===== src/rtl/fma_pkg.sv =====
// Shared types and the saturate/wrap helper for the fixed-point FMA array.
package fma_pkg;

   localparam int SUM_MAX = 64;

   typedef struct packed {
      logic acc_sel;
      logic emit;
   } fma_ctrl_t;

   typedef struct packed {
      logic signed [SUM_MAX-1:0] value;
      logic                      ovf;
   } sat_res_t;

   // value keeps the full sum when wrapping; the caller takes the low width bits
   function automatic sat_res_t sat_trunc(input logic signed [SUM_MAX-1:0] sum,
                                          input int width, input bit saturate);
      sat_res_t r;
      logic signed [SUM_MAX-1:0] hi;
      logic signed [SUM_MAX-1:0] lo;
      hi = (64'sd1 <<< (width - 1)) - 64'sd1;
      lo = -(64'sd1 <<< (width - 1));
      r.ovf = (sum > hi) || (sum < lo);
      r.value = sum;
      if (saturate && (sum > hi)) r.value = hi;
      else if (saturate && (sum < lo)) r.value = lo;
      return r;
   endfunction

endpackage


===== src/rtl/fma_lane.sv =====
// One FMA lane: product register, round/shift/add/saturate, and the result
// register that doubles as the lane accumulator.
module fma_lane
   import fma_pkg::*;
#(
   parameter int WIDTH       = 16,
   parameter int FIXED_POINT = 10,
   parameter int SATURATE    = 1,
   parameter int ROUND       = 1
) (
   input  logic                    clk,
   input  logic                    rst,
   input  logic                    load,
   input  logic                    update,
   input  logic                    acc_sel,
   input  logic signed [WIDTH-1:0] a,
   input  logic signed [WIDTH-1:0] b,
   input  logic signed [WIDTH-1:0] c,
   output logic signed [WIDTH-1:0] result,
   output logic                    ovf
);

   localparam int PW = 2 * WIDTH;
   localparam int SW = PW + 1;

   logic signed [PW-1:0]    prod_p1;
   logic signed [WIDTH-1:0] c_p1;
   logic signed [SW-1:0]    addend_p2;
   logic        [WIDTH:0]   next_p2;

   function automatic logic signed [SW-1:0] round_shift(input logic signed [PW-1:0] p);
      logic signed [SW-1:0] t;
      logic signed [SW-1:0] half;
      half = '0;
      if (ROUND != 0) half[FIXED_POINT-1] = 1'b1;
      t = {p[PW-1], p} + half;
      return t >>> FIXED_POINT;
   endfunction

   function automatic logic [WIDTH:0] sat_word(input logic signed [SW-1:0] s);
      sat_res_t r;
      r = sat_trunc(SUM_MAX'(s), WIDTH, SATURATE != 0);
      return {r.ovf, r.value[WIDTH-1:0]};
   endfunction

   // Stage 1: full-precision product and addend capture
   always_ff @(posedge clk) begin
      if (load) begin
         prod_p1 <= PW'(a) * PW'(b);
         c_p1    <= c;
      end
   end

   // Stage 2: the accumulator is read straight from the result register
   assign addend_p2 = acc_sel ? SW'(result) : SW'(c_p1);
   assign next_p2   = sat_word(round_shift(prod_p1) + addend_p2);

   always_ff @(posedge clk or posedge rst) begin
      if (rst) begin
         result <= '0;
         ovf    <= 1'b0;
      end else if (update) begin
         result <= next_p2[WIDTH-1:0];
         ovf    <= next_p2[WIDTH];
      end
   end

endmodule


===== src/rtl/fma_array.sv =====
// LANES-wide two-stage fixed-point fused multiply-add with accumulate, sharing
// one valid/ready handshake on each side.
module fma_array
   import fma_pkg::*;
#(
   parameter int WIDTH       = 16,
   parameter int FIXED_POINT = 10,
   parameter int LANES       = 4,
   parameter int SATURATE    = 1,
   parameter int ROUND       = 1
) (
   input  logic                   clk_in,
   input  logic                   rst_in,
   input  logic                   in_valid,
   output logic                   in_ready,
   input  logic [LANES*WIDTH-1:0] a_in,
   input  logic [LANES*WIDTH-1:0] b_in,
   input  logic [LANES*WIDTH-1:0] c_in,
   input  logic                   acc_sel_in,
   input  logic                   emit_in,
   output logic [LANES*WIDTH-1:0] out_data,
   output logic [LANES-1:0]       out_ovf,
   output logic                   out_valid,
   input  logic                   out_ready
);

   logic      advance;
   logic      accept;
   logic      vld_p1;
   fma_ctrl_t ctrl_in;
   fma_ctrl_t ctrl_p1;

   assign advance  = ~out_valid | out_ready;
   assign in_ready = advance;
   assign accept   = in_valid & advance;
   assign ctrl_in  = '{acc_sel: acc_sel_in, emit: emit_in};

   // Stage 1 control; out_valid acts as the stage 2 valid
   always_ff @(posedge clk_in or posedge rst_in) begin
      if (rst_in) begin
         vld_p1    <= 1'b0;
         out_valid <= 1'b0;
      end else if (advance) begin
         vld_p1    <= in_valid;
         out_valid <= vld_p1 & ctrl_p1.emit;
      end
   end

   always_ff @(posedge clk_in) begin
      if (accept) ctrl_p1 <= ctrl_in;
   end

   for (genvar i = 0; i < LANES; i++) begin : g_lane
      fma_lane #(
         .WIDTH      (WIDTH),
         .FIXED_POINT(FIXED_POINT),
         .SATURATE   (SATURATE),
         .ROUND      (ROUND)
      ) u_lane (
         .clk    (clk_in),
         .rst    (rst_in),
         .load   (accept),
         .update (advance & vld_p1),
         .acc_sel(ctrl_p1.acc_sel),
         .a      (a_in[i*WIDTH +: WIDTH]),
         .b      (b_in[i*WIDTH +: WIDTH]),
         .c      (c_in[i*WIDTH +: WIDTH]),
         .result (out_data[i*WIDTH +: WIDTH]),
         .ovf    (out_ovf[i])
      );
   end

endmodule


===== config.mk =====
export PLATFORM = sky130hd
export DESIGN_NAME = fma_array
export DESIGN_NICKNAME = d
export VERILOG_FILES = /design/src/rtl/fma_pkg.sv /design/src/rtl/fma_lane.sv /design/src/rtl/fma_array.sv
export SDC_FILE = /design/constraint.sdc
export NUM_CORES = 2
export LEC_CHECK = 0
export CAP_MARGIN = 20
export CORE_MARGIN = 2
export CORE_UTILIZATION = 25
export CTS_BUF_LIST = sky130_fd_sc_hd__clkbuf_8 sky130_fd_sc_hd__clkbuf_16
export DETAILED_ROUTE_END_ITERATION = 8
export DONT_BUFFER_PORTS = 1
export PLACE_DENSITY_LB_ADDON = 0.08
export SLEW_MARGIN = 20
export SYNTH_ARGS = -nofsm -noshare
export SYNTH_HDL_FRONTEND = slang
export SYNTH_SLANG_ARGS = --single-unit

===== constraint.sdc =====
create_clock -name clk_in -period 7.9 [get_ports clk_in]
set_input_delay 2.37 -clock clk_in [delete_from_list [all_inputs] [get_ports clk_in]]
set_output_delay 2.37 -clock clk_in [all_outputs]
set_load 0.005 [all_outputs]

==> out/metrics.yaml <==
mostFrequentLayoutCells: "1195 x inv_1, 1035 x fa_1, 602 x nand2_1, 479 x and2_1, 401 x ha_1"
layout_commonest_cell: "inv_1"
synth-seq-cells: 228
area_delta_synth_final_pct: 10.50
wl_per_cell_um: 18.61
setup_viol: 0
yosysSeqAreaShare_pct: 12.47
tightest_slew_ps: 953.0
rows: 167
worstPathArrival_ps: 7920
postCtsSetupRepairBufs: 0
endpoint_kind: "register"
cts_sinks: 228
synth-main-ff-cell: "edfxtp_1"
ant_nets: 0
syn_inst: 5457
hold_viol_final: 0
fp.dieH_um: 460.4
post-route-period-util_pct: 95.63
wl_mm: 154.6
r2r_cells: 14
grt_max_degree: 109
cts_max_level: 1
synth.avg_cell_area_um2: 9.544
vias: 35920
min_path_cells: 2
drtPass1Iterations: 5
status: "finished, final reports clean"
antenna_found_initial: 30
io_pins: 268
drcViolationCount: 0
path_max_fanout: 16
coreArea_um2: 207100
yosysWarningCount: 0
dp_hpwl_mm: 128.3
grt_pass1_vias: 40650
die_w_um: 460.4
criticalPathCategory: "in -> reg"
initial_utilization_pct: 25.15
cts_buffer_depth: 3
fin_skew_ps: 15.63
grt_pass1_wl_mm: 245.7
via_per_inst: 4.325
async_reset_ff_share_pct: 30.70
ys_types: 85
holdBufCountCts: 0
fillers: 22230
dieArea_um2: 212000
insertion_delay_ps: 620
hold_class: "reg -> reg"
track_usage_pct: 15.07
slew_headroom_pct: 36.47
gr-total-overflow: 0
setup_slack_ps: 344.9
synth_area_um2: 52080
drt_first_iter_violations: 1394
drv_cap: 0
drv_slew: 0
num-nets-final: 7144
required_ps: 8270
rsz0062_at_grt: "false"
clk_pin_slew_worst_paths_ps: 60
cts_buffers: 30
min_period_ps: 7555
timing.fmax_ghz: 0.1324
cp-start-kind: "input port"
gp_congestion: 0.7839
cts_tree: "done"
place_ws_ps: -331.8
synth_nets: 7115
root_buffer: "clkbuf_16"
layout-drive-gt1-share_pct: 6.824
cts_resized: 0
synth_edf_count: 158
port_buffers: 0
[metrics by stage]
stage / cells / instance area (µm²) / hold slack [ps] / setup TNS, ps / utilization, %
2_1_floorplan: 5457 / 52500 / 426.7 / -66.57 / -
3_3_place_gp: 8240 / 56500 / 443.7 / -5077 / 27.29
3_5_place_dp: 8241 / 56510 / 445.6 / -5126 / 27.29
4_1_cts: 8297 / 57520 / 475.9 / 0 / 27.78
5_1_grt: 8302 / 57540 / 513.5 / 0 / 27.79
6_report: 8305 / 57550 / 465.0 / 0 / 27.79
[path summary, 6_finish.rpt]
kind	from	to	slack, ps
worst max-delay path	a_in[15]	g_lane[0].u_lane.prod_p1[31]	340
max in group asynchronous	rst_in	g_lane[2].u_lane.result[14]	5160
worst min register to register	ctrl_p1[0]	out_valid	470
min in group asynchronous	rst_in	g_lane[3].u_lane.result[15]	1680
worst max register to register	ctrl_p1[1]	g_lane[0].u_lane.result[11]	2230
worst min-delay path	ctrl_p1[0]	out_valid	470
[synthesized netlist by cell type (6+ instances only)]
cell / number / share of area [%]
inv_1: 1197 / 8.6
fa_1: 1048 / 40
nand2_1: 611 / 4.4
and2_1: 482 / 5.8
ha_1: 412 / 9.9
nor2_1: 199 / 1.4
xnor2_1: 195 / 3.3
edfxtp_1: 158 / 9.1
a21oi_1: 155 / 1.5
clkbuf_1: 153 / 1.1
xor2_1: 82 / 1.4
a21o_1: 74 / 1.1
dfrtp_1: 70 / 3.4
mux2_2: 65 / 1.4
nand3_1: 64 / 0.62
o21ai_0: 61 / 0.59
nand2b_1: 46 / 0.55
and3_1: 36 / 0.43
nor3_1: 35 / 0.34
nand4_1: 28 / 0.34
o21a_1: 21 / 0.30
nor2b_1: 19 / 0.23
a221o_1: 18 / 0.35
o21bai_1: 17 / 0.25
a31oi_1: 14 / 0.17
a211oi_1: 11 / 0.16
o211ai_1: 10 / 0.14
or3_1: 10 / 0.12
a211o_1: 9 / 0.15
a21oi_2: 9 / 0.15
and4_1: 9 / 0.15
nand2_2: 9 / 0.11
o21ai_1: 8 / 0.077
a21boi_0: 7 / 0.10
buf_4: 7 / 0.10
nor4_1: 6 / 0.072
o31ai_1: 6 / 0.086
[layer usage]
metal | up-vias | part of all wire [%] | track usage (%)
met1 | 18600 | 42 | 18.86
met3 | 153 | 2.4 | 1.415
li1 | 16770 | - | -
met5 | - | 0.012 | 0
met4 | 2 | 2.3 | 2.809
met2 | 389 | 53 | 28.00
[cells by family after synthesis]
| logic type | share of synthesized area [%] |
|---|---|
| adders and majority gates | 50.18 |
| DFF | 12.47 |
| AOI/OAI and AO/OA | 6.318 |
| and+or+nand+nor | 15.01 |
| muxes | 1.463 |
| xor gates and xnor gates | 4.658 |
| buffers and inverters | 9.900 |
[flip-flops by register name, indices dropped and copies added (netlist names)]
signal,count
g_lane.u_lane.prod_p1,92
g_lane.u_lane.c_p1,64
g_lane.u_lane.result,64
g_lane.u_lane.ovf,4
ctrl_p1,2
out_valid,1
vld_p1,1
[final cells by class]
class | instances | area [µm²] | share of cell area [%]
Antenna cell | 7 | 17.52 | 0.03044
Multi-Input combinational cell | 3865 | 40780 | 70.87
Clock inverter | 23 | 201.4 | 0.3500
Clock buffer | 33 | 803.3 | 1.396
Inverter | 1199 | 4503 | 7.824
Timing Repair Buffer | 162 | 1257 | 2.185
Tap cell | 2788 | 3488 | 6.061
Sequential cell | 228 | 6496 | 11.29
[worst max-delay path, stage by stage]
cell and delay [ps]:
and2_1 140, inv_1 60, fa_1 520, inv_1 50, fa_1 500, inv_1 60, fa_1 530, fa_1 570
fa_1 430, fa_1 500, inv_1 60, ha_4 210, a2111o_1 430, a211oi_1 330, nor2b_2 100, a31oi_4 190
o21ai_2 90, a21o_1 170, and2_1 170, buf_4 130, a311o_1 290
Power is not shown: default switching activity piles up to over one toggle a cycle in this logic, so the estimate is an artifact.
